## src/rtl/bus_arbiter.sv

```systemverilog
// rtl/bus_arbiter.sv - IF/MEM single-bus arbiter with registered bus signals and stall vector
// Optional bus-busy abort: define ARB_TIMEOUT_EN.
module bus_arbiter #(
    parameter int unsigned TIMEOUT = 255
) (
    input  logic        clk,
    input  logic        rst,
    input  logic        if_req,
    input  logic [31:0] if_addr,
    output logic [31:0] if_rdata,
    output logic        if_ack,
    input  logic        mem_req,
    input  logic        mem_we,
    input  logic [31:0] mem_addr,
    input  logic [31:0] mem_wdata,
    input  logic [3:0]  mem_sel,
    output logic [31:0] mem_rdata,
    output logic        mem_ack,
    output logic        bus_req,
    output logic        bus_we,
    output logic [31:0] bus_addr,
    output logic [31:0] bus_wdata,
    output logic [3:0]  bus_sel,
    input  logic [31:0] bus_rdata,
    input  logic        bus_ack,
    output logic [5:0]  stall_out,
    output logic        arb_err
);

    typedef enum logic [1:0] {
        IDLE     = 2'd0,
        IF_BUSY  = 2'd1,
        MEM_BUSY = 2'd2
    } state_t;

    localparam logic [31:0] ABORT_DATA = 32'hDEAD_BEEF;
    localparam logic [5:0]  STALL_MEM  = 6'b011111;
    localparam logic [5:0]  STALL_IF   = 6'b000011;

    state_t state;
    state_t state_nxt;
    logic   last_grant_mem;
    logic   if_elig;
    logic   mem_elig;
    logic   grant_if;
    logic   grant_mem;
    logic   done;
    logic   abort;
    logic   timeout_hit;

    // A request whose ack is showing this cycle has already been served.
    assign if_elig  = if_req & ~if_ack;
    assign mem_elig = mem_req & ~mem_ack;

`ifdef ARB_TIMEOUT_EN
    logic [15:0] busy_cnt;

    assign timeout_hit = (state != IDLE) && (busy_cnt == 16'(TIMEOUT));

    always_ff @(posedge clk or negedge rst) begin
        if (!rst) begin
            busy_cnt <= '0;
        end else if (grant_if || grant_mem) begin
            busy_cnt <= '0;
        end else if (state != IDLE && !bus_ack && !timeout_hit) begin
            busy_cnt <= busy_cnt + 16'd1;
        end
    end
`else
    logic [15:0] unused_timeout;

    assign unused_timeout = 16'(TIMEOUT);
    assign timeout_hit    = 1'b0;
`endif

    always_ff @(posedge clk or negedge rst) begin
        if (!rst) begin
            state <= IDLE;
        end else begin
            state <= state_nxt;
        end
    end

    always_comb begin
        state_nxt = state;
        grant_if  = 1'b0;
        grant_mem = 1'b0;
        done      = 1'b0;
        abort     = 1'b0;
        case (state)
            IDLE: begin
                // On a tie the port that did not win last time goes first.
                if (mem_elig && (!if_elig || !last_grant_mem)) begin
                    grant_mem = 1'b1;
                    state_nxt = MEM_BUSY;
                end else if (if_elig) begin
                    grant_if  = 1'b1;
                    state_nxt = IF_BUSY;
                end
            end
            IF_BUSY, MEM_BUSY: begin
                if (timeout_hit) begin
                    abort     = 1'b1;
                    state_nxt = IDLE;
                end else if (bus_ack) begin
                    done      = 1'b1;
                    state_nxt = IDLE;
                end
            end
            default: state_nxt = IDLE;
        endcase
    end

    always_ff @(posedge clk or negedge rst) begin
        if (!rst) begin
            last_grant_mem <= 1'b0;
            bus_req        <= 1'b0;
            bus_we         <= 1'b0;
            bus_addr       <= '0;
            bus_wdata      <= '0;
            bus_sel        <= '0;
            if_rdata       <= '0;
            mem_rdata      <= '0;
            if_ack         <= 1'b0;
            mem_ack        <= 1'b0;
            arb_err        <= 1'b0;
        end else begin
            if_ack  <= 1'b0;
            mem_ack <= 1'b0;
            arb_err <= 1'b0;
            if (grant_if) begin
                last_grant_mem <= 1'b0;
                bus_req        <= 1'b1;
                bus_we         <= 1'b0;
                bus_addr       <= if_addr;
                bus_wdata      <= '0;
                bus_sel        <= 4'hF;
            end else if (grant_mem) begin
                last_grant_mem <= 1'b1;
                bus_req        <= 1'b1;
                bus_we         <= mem_we;
                bus_addr       <= mem_addr;
                bus_wdata      <= mem_wdata;
                bus_sel        <= mem_sel;
            end
            if (done || abort) begin
                bus_req <= 1'b0;
                arb_err <= abort;
                if (state == IF_BUSY) begin
                    if_ack   <= 1'b1;
                    if_rdata <= abort ? ABORT_DATA : bus_rdata;
                end else begin
                    mem_ack <= 1'b1;
                    if (abort) begin
                        mem_rdata <= ABORT_DATA;
                    end else if (!bus_we) begin
                        mem_rdata <= bus_rdata;
                    end
                end
            end
        end
    end

    // Pipeline must freeze immediately, so this is not registered.
    always_comb begin
        stall_out = 6'b000000;
        if (rst) begin
            if (mem_elig) begin
                stall_out = STALL_MEM;
            end else if (if_elig) begin
                stall_out = STALL_IF;
            end
        end
    end

endmodule

```

## config.mk

```make
export PLATFORM = sky130hd
export DESIGN_NAME = bus_arbiter
export DESIGN_NICKNAME = d
export VERILOG_FILES = /design/src/rtl/bus_arbiter.sv
export SDC_FILE = /design/constraint.sdc
export NUM_CORES = 1
export LEC_CHECK = 0
export ABC_AREA = 0
export CAP_MARGIN = 20
export CORE_UTILIZATION = 41
export DETAILED_ROUTE_END_ITERATION = 8
export GPL_TIMING_DRIVEN = 0
export MAX_ROUTING_LAYER = met4
export PLACE_DENSITY = 0.88
export SLEW_MARGIN = 20
export SYNTH_ARGS = -nofsm -noshare
export SYNTH_HDL_FRONTEND = slang
export SYNTH_SLANG_ARGS = --single-unit
export TNS_END_PERCENT = 10
```

## constraint.sdc

```tcl
create_clock -name clk -period 2.4 [get_ports clk]
set_input_delay 0.24 -clock clk [delete_from_list [all_inputs] [get_ports clk]]
set_output_delay 0.24 -clock clk [all_outputs]
set_load 0.005 [all_outputs]
```

==> impl_results.md, run 1 <==
- Status: complete, no violations
- Leading area contributor after synthesis: dfrtp_1
- Worst path buffer plus inverter count: 3
- Req. time, crit path: 2.16 ns
- Arrival time at the worst endpoint: 2.07 ns
- CTS tree: done
- GRT Total Usage: 27.1%
- Comb power frac: 45.0%
- Num rows: 43
- Worst vdd ir: 0.811 mV
- Initial core utilization: 42.0%
- Synth cell types: 32
- Hold wc startpoint: mem_wdata[31]
- Worst-Margin Slew: 0.565 ns
- Io pins: 281
- Setup Fix Bufs, Post-CTS: 0
- Main synth FF type: dfrtp_1
- Root buf cell: clkbuf_16
- Pleak: 4.02 nW
- Crit path max fanout: 19
- Final Skew: 0.00737 ns
- Most common cell in the netlist: dfrtp_1
- Ys async rst share: 100%
- Max-slew violations: 0
- Initial antenna violation count: 0
- Routability cong.: 0.878
- Clk pwr share: 22.3%
- Post-route antenna net violation count: 0
- Layout cell share with drive strength beyond 1: 16.8%
- Fillers: 938
- Top post-synthesis cells by count: 139 x dfrtp_1, 62 x mux2_2, 37 x inv_1, 33 x a22o_1
- Area share of the largest cell type after synthesis: 59.4%
- DRC Markers: 0
- Largest net degree at the start of global routing: 91
- CTS clock-pin slew for the worst setup and hold paths: 0.06 ns
- Drt total wl: 19300 µm
- Die footprint: 14800 µm²
- Critical Path Start: mem_ack$_DFF_PN0_
- Crit end category: output port
- Placed cells: 905
- Sw frac: 31.6%
- Synth-to-layout area growth: 63.6%
- Post-Syn Area: 5860 µm²
- Vias per cell: 5.38
- Core ar.: 13900 µm²
- Kind of critical path: register to output port
- RSZ-0062 raised after global routing: false
- P_int: 8.69 mW
- Max-Slew Margin vs Limit: 62.3%
- First-pass GRT wire length: 28900 µm
- Sequential Power Share: 32.7%
- Flops & latches, synth: 139
- Max clock buf depth: 2
- HPWL after DPL: 13800 µm
- Psw: 4.02 mW
- Nets: 884
- Antenna fix cells: 0
- Die height: 122 µm
- Vias in the first global route: 5411
- Period minus WS final: 2.31 ns
- Hold crit path type: input pin to register
- Largest stage delay, worst path: 0.49 ns
- 1st-iter DRT viols: 308
- Largest cells by area after synthesis: dfrtp_1 59%, mux2_2 12%, a22o_1 4.9%
- Gate Count Post-Synth: 445
- Max Clk Rate: 433 MHz
- Worst setup SP type: register
- Power Density: 1330 nW/µm²
- Via count: 5045
- Sequential cell area fraction in the yosys report: 59.4%
- EDFF count, synth: 0
- Routed len/inst: 20.6 µm
- Avg Cell Area, Syn: 13.2 µm²
- Slowest CP cell: clkdlybuf4s50_1
- Cts bufs inserted: 17
- Critical path, cell by cell: nand2b_4, buf_2, a21oi_2, buf_4, clkdlybuf4s50_1
- Port Buffers: 278
- Top cell family by delay on the critical path: buffers and inverters
- Tot Pwr: 12.7 mW
- Finished Layout Cells: 937
- MaxCap Viol Count: 0
- Router iterations before antenna repair: 5
- Clk sinks: 139
- Final period util: 96.1%
- Die X: 122 µm
- Setup violators final: 0
- Congestion Overflow GR: 0
- Fin. Hold Viols: 0
- R2r startpoint: state[0]$_DFFE_PN0P_
- Clk_lat worst skew: 0.41 ns
- Yosys warns: 0
- H-tree Lvls: 4
layer usage:
layer / share of wire (%) / global-route usage [%]
met4: 2.4 / 10.3
met2: 50 / 45.0
met3: 9.8 / 9.08
met1: 38 / 30.1
met5: 0 / -
worst reg2reg max path, stage by stage, from the launching register on:
cell and delay, ns:
dfrtp_1 0.36, inv_1 0.08, ha_1 0.31, nand2_1 0.10
nor3_2 0.31, buf_2 0.36, mux2_2 0.38
through the flow:
| step | instance area, µm² | setup TNS [ns] | setup slack (ns) | hold WS (ns) | utilization [%] |
|---|---|---|---|---|---|
| after floorplan | 5860 | 0 | 0.713 | -0.0556 | - |
| after global placement | 8870 | -600.49 | -4.23 | 0.473 | 63.7 |
| after detailed placement | 8900 | 0 | 0.0904 | 0.179 | 63.9 |
| after CTS | 9580 | 0 | 0.0804 | 0.404 | 68.8 |
| after global routing | 9580 | 0 | 0.0285 | 0.418 | 68.8 |
| final | 9580 | 0 | 0.0927 | 0.420 | 68.8 |
worst paths after layout:
| kind | cells after the start | to | slack (ns) |
|---|---|---|---|
| min in group asynchronous | 3 | bus_addr[8]$_DFFE_PN0P_ | 0.44 |
| worst min register to register | 1 | bus_req$_DFFE_PN0P_ | 0.50 |
| worst max register to register | 6 | mem_rdata[26]$_DFFE_PN0P_ | 0.38 |
| worst min-delay path | 2 | bus_wdata[31]$_DFFE_PN0P_ | 0.42 |
| max in group asynchronous | 3 | if_rdata[15]$_DFFE_PN0P_ | 1.53 |
| worst max-delay path | 5 | stall_out[1] | 0.09 |
cell families after synthesis:
group,share of synthesized area [%]
AO/OA/AOI/OAI,16.2
buffers and inverters,7.00
flip-flops,59.4
other,0.0640
multiplexers,12.3
adder cells (fa/ha/maj),0.427
AND/OR/NAND/NOR,4.63
area by class of cell:
type                       instances  area (µm²)  area share, %
buffer                            45         263           2.74
inverter                          37         139           1.45
tap                              180         225           2.35
multi-input combinational        223        1990           20.7
clock buffer                      19         453           4.73
sequential                       139        3480           36.3
clock inverter                    13         188           1.96
timing repair buffer             281        2850           29.8
timing repair:
item	in CTS	in global routing
endpoints found under the hold margin	49	0
resized for setup	3	0
endpoints found under the setup margin	3	0
hold buffers	2	0
sequential cells by signal (all words and copies together), names as in the netlist:
register and count:
bus_we 1, state 2, if_rdata 32, bus_wdata 32
bus_addr 32, mem_ack 1, bus_sel 4, mem_rdata 32
bus_req 1, last_grant_mem 1, if_ack 1
power by group through the flow:
stage          sequential (mW)  clock (mW)  combinational (mW)
3_5_place_dp              4.16           0                5.68
3_3_place_gp              4.09           0                5.52
4_1_cts                   4.15        2.88                5.75
6_report                  4.16        2.83                5.72
5_1_grt                   4.28        2.98                6.14
2_1_floorplan             4.18           0                2.28
cell usage in the layout, fill, tap and decap left out, types with 2 or more instances in the layout:
cell and instances:
clkinv_2 2, clkbuf_1 22, buf_6 8, a21oi_1 2
mux2_1 2, a22o_1 33, clkbuf_8 2, buf_2 9
nor2b_1 2, clkbuf_16 17, conb_1 2, dfrtp_1 139
a211oi_1 32, mux2_2 62, clkdlybuf4s50_1 277, inv_6 4
a2111oi_0 32, o22a_1 4, inv_1 37, a21o_1 2
buf_4 6, ha_1 2, bufinv_16 4, buf_16 2
nor4_1 32, clkinvlp_4 3
Note: power is estimated with default switching activity, not from simulation.
==> run 2: changes to the inputs <==
Settings changed: CORE_UTILIZATION 41 to 40, PLACE_DENSITY 0.88 to 0.86.
==> impl_results.md, run 2 (synthesized netlist as in run 1, its figures left out) <==
- Vias per cell: 5.44 (was 5.38)
- Synth-to-layout area growth: 62.8% (was 63.6%)
- Worst-Margin Slew: 0.640 ns (was 0.565 ns)
- Congestion Overflow GR: 0 (unchanged)
- RSZ-0062 raised after global routing: false (unchanged)
- Final Skew: 0.00790 ns (was 0.00737 ns)
- H-tree Lvls: 4 (unchanged)
- CTS clock-pin slew for the worst setup and hold paths: 0.06 ns (about the same)
- Max Clk Rate: 451 MHz (was 433 MHz)
- Arrival time at the worst endpoint: 1.98 ns (was 2.07 ns)
- Clk_lat worst skew: 0.42 ns (was 0.41 ns)
- Hold wc startpoint: mem_sel[2] (was mem_wdata[31])
- MaxCap Viol Count: 0 (unchanged)
- R2r startpoint: state[0]$_DFFE_PN0P_ (unchanged)
- Worst vdd ir: 0.682 mV (was 0.811 mV)
- Routed len/inst: 20.3 µm (was 20.6 µm)
- Die height: 123 µm (was 122 µm)
- RR Endpoint: mem_rdata[29]$_DFFE_PN0P_ (was mem_rdata[26]$_DFFE_PN0P_)
- Clk sinks: 139 (unchanged)
- Req. time, crit path: 2.16 ns (about the same)
- Setup Fix Bufs, Post-CTS: 0 (unchanged)
- Hold crit path type: input pin to register (unchanged)
- Routability cong.: 0.811 (was 0.878)
- Io pins: 281 (unchanged)
- Most common library cell in the layout ignoring fill and taps: clkdlybuf4s50_1 (unchanged)
- Via count: 5089 (was 5045)
- Worst setup SP type: register (unchanged)
- Max-slew violations: 0 (unchanged)
- Crit end category: output port (unchanged)
- Nets: 883 (was 884)
- Most frequent cells in the layout: 277 x clkdlybuf4s50_1, 139 x dfrtp_1, 62 x mux2_2 (unchanged)
- HPWL after DPL: 13700 µm (was 13800 µm)
- Setup violators final: 0 (unchanged)
- R2r setup slk: 0.35 ns (was 0.38 ns)
- Crit path max fanout: 23 (was 19)
- Post-route antenna net violation count: 0 (unchanged)
- Die footprint: 15100 µm² (was 14800 µm²)
- Largest net degree at the start of global routing: 80 (was 91)
- Vias in the first global route: 5391 (was 5411)
- Crit path to: stall_out[1] (unchanged)
- Kind of critical path: register to output port (unchanged)
- 1st-iter DRT viols: 247 (was 308)
- Port Buffers: 278 (unchanged)
- Router iterations before antenna repair: 5 (unchanged)
- Max clock buf depth: 2 (unchanged)
- R2R cell count: 6 (unchanged)
- Layout cell share with drive strength beyond 1: 16.5% (was 16.8%)
- Die X: 123 µm (was 122 µm)
- Initial antenna violation count: 0 (unchanged)
- Drt total wl: 19000 µm (was 19300 µm)
- Power Density: 1320 nW/µm² (was 1330 nW/µm²)
- Status: complete, no violations (unchanged)
- Initial core utilization: 41.6% (was 42.0%)
- Critical Path Start: mem_ack$_DFF_PN0_ (unchanged)
- Cts bufs inserted: 17 (unchanged)
- Max-Slew Margin vs Limit: 57.3% (was 62.3%)
- Fin. Hold Viols: 0 (unchanged)
- Root buf cell: clkbuf_16 (unchanged)
- DRC Markers: 0 (unchanged)
- Core ar.: 14100 µm² (was 13900 µm²)
- Pleak: 3.99 nW (was 4.02 nW)
- Finished Layout Cells: 936 (was 937)
- Period minus WS final: 2.22 ns (was 2.31 ns)
- Antenna fix cells: 0 (unchanged)
- First-pass GRT wire length: 28800 µm (was 28900 µm)
- GRT Total Usage: 26.5% (was 27.1%)
- Num rows: 43 (unchanged)
- Placed cells: 905 (unchanged)
- Final period util: 92.3% (was 96.1%)
- CTS tree: done (unchanged)
- Setup TNS: 0 ns (unchanged)
## run 2: cell count changes in the layout (fill, tap and decap cells not counted), sizes merged
cell | before | now
clkinv | 2 | 3
clkinvlp | 3 | 4
buf | 26 | 25
inv | 41 | 40
bufinv | 4 | 3
## run 2: stage by stage
| step | setup WS, ns | total power, mW | area (µm²) | hold slack, ns | util, % |
|---|---|---|---|---|---|
| after floorplan | 0.713 | 6.46 | 5860 | -0.0556 | - |
| after global placement | -4.31 | 9.63 | 8870 | 0.474 | 62.9 |
| after detailed placement | 0.0537 | 9.86 | 8900 | 0.221 | 63.2 |
| after CTS | 0.0384 | 12.7 | 9550 | 0.397 | 67.7 |
| after global routing | 0.0839 | 13.3 | 9540 | 0.412 | 67.7 |
| final | 0.184 | 12.6 | 9540 | 0.419 | 67.7 |
## run 2: timing repair
action                                  CTS  global route
endpoints found under the setup margin    5             3
hold endpoints to repair                 60             0
hold buffers                              2             0
gates resized for setup                   2             0
## run 2: worst min-delay path by stage
stage	end	slack, ns	depth (start not counted)
2_1_floorplan	bus_addr[0]$_DFFE_PN0P_	-0.06	0
3_3_place_gp	mem_rdata[30]$_DFFE_PN0P_	0.47	1
3_5_place_dp	bus_addr[6]$_DFFE_PN0P_	0.22	1
4_1_cts	bus_sel[2]$_DFFE_PN0P_	0.40	2
5_1_grt	bus_sel[3]$_DFFE_PN0P_	0.41	2
6_report	bus_sel[2]$_DFFE_PN0P_	0.42	2
## run 2: worst max-delay path: stages (launching register included)
cell and delay [ns]:
dfrtp_1 0.41, nand2b_4 0.28, a21oi_2 0.24, buf_4 0.14, clkdlybuf4s50_1 0.48
## run 2: routing by layer
| layer | vias to the layer above | GRT usage [%] | share of wire (%) |
|---|---|---|---|
| met1 | 2519 | 29.8 | 40 |
| li1 | 2270 | - | - |
| met2 | 263 | 43.3 | 49 |
| met3 | 37 | 8.95 | 8.7 |
| met4 | 0 | 11.1 | 3.0 |
| met5 | - | - | 0 |
## run 2: where the power goes
part | switching, mW | internal, mW
Combinational | 2.33 | 3.38
Clock | 1.02 | 1.67
Sequential | 0.659 | 3.50
## run 2: final cells by class
cell class                 instances  area, µm²
buffer                            44        258
inverter                          37        139
clock buffer                      19        443
fill                             998       4550
timing repair buffer             281       2850
tap                              180        225
multi-input combinational        223       1980
clock inverter                    13        165
sequential                       139       3480
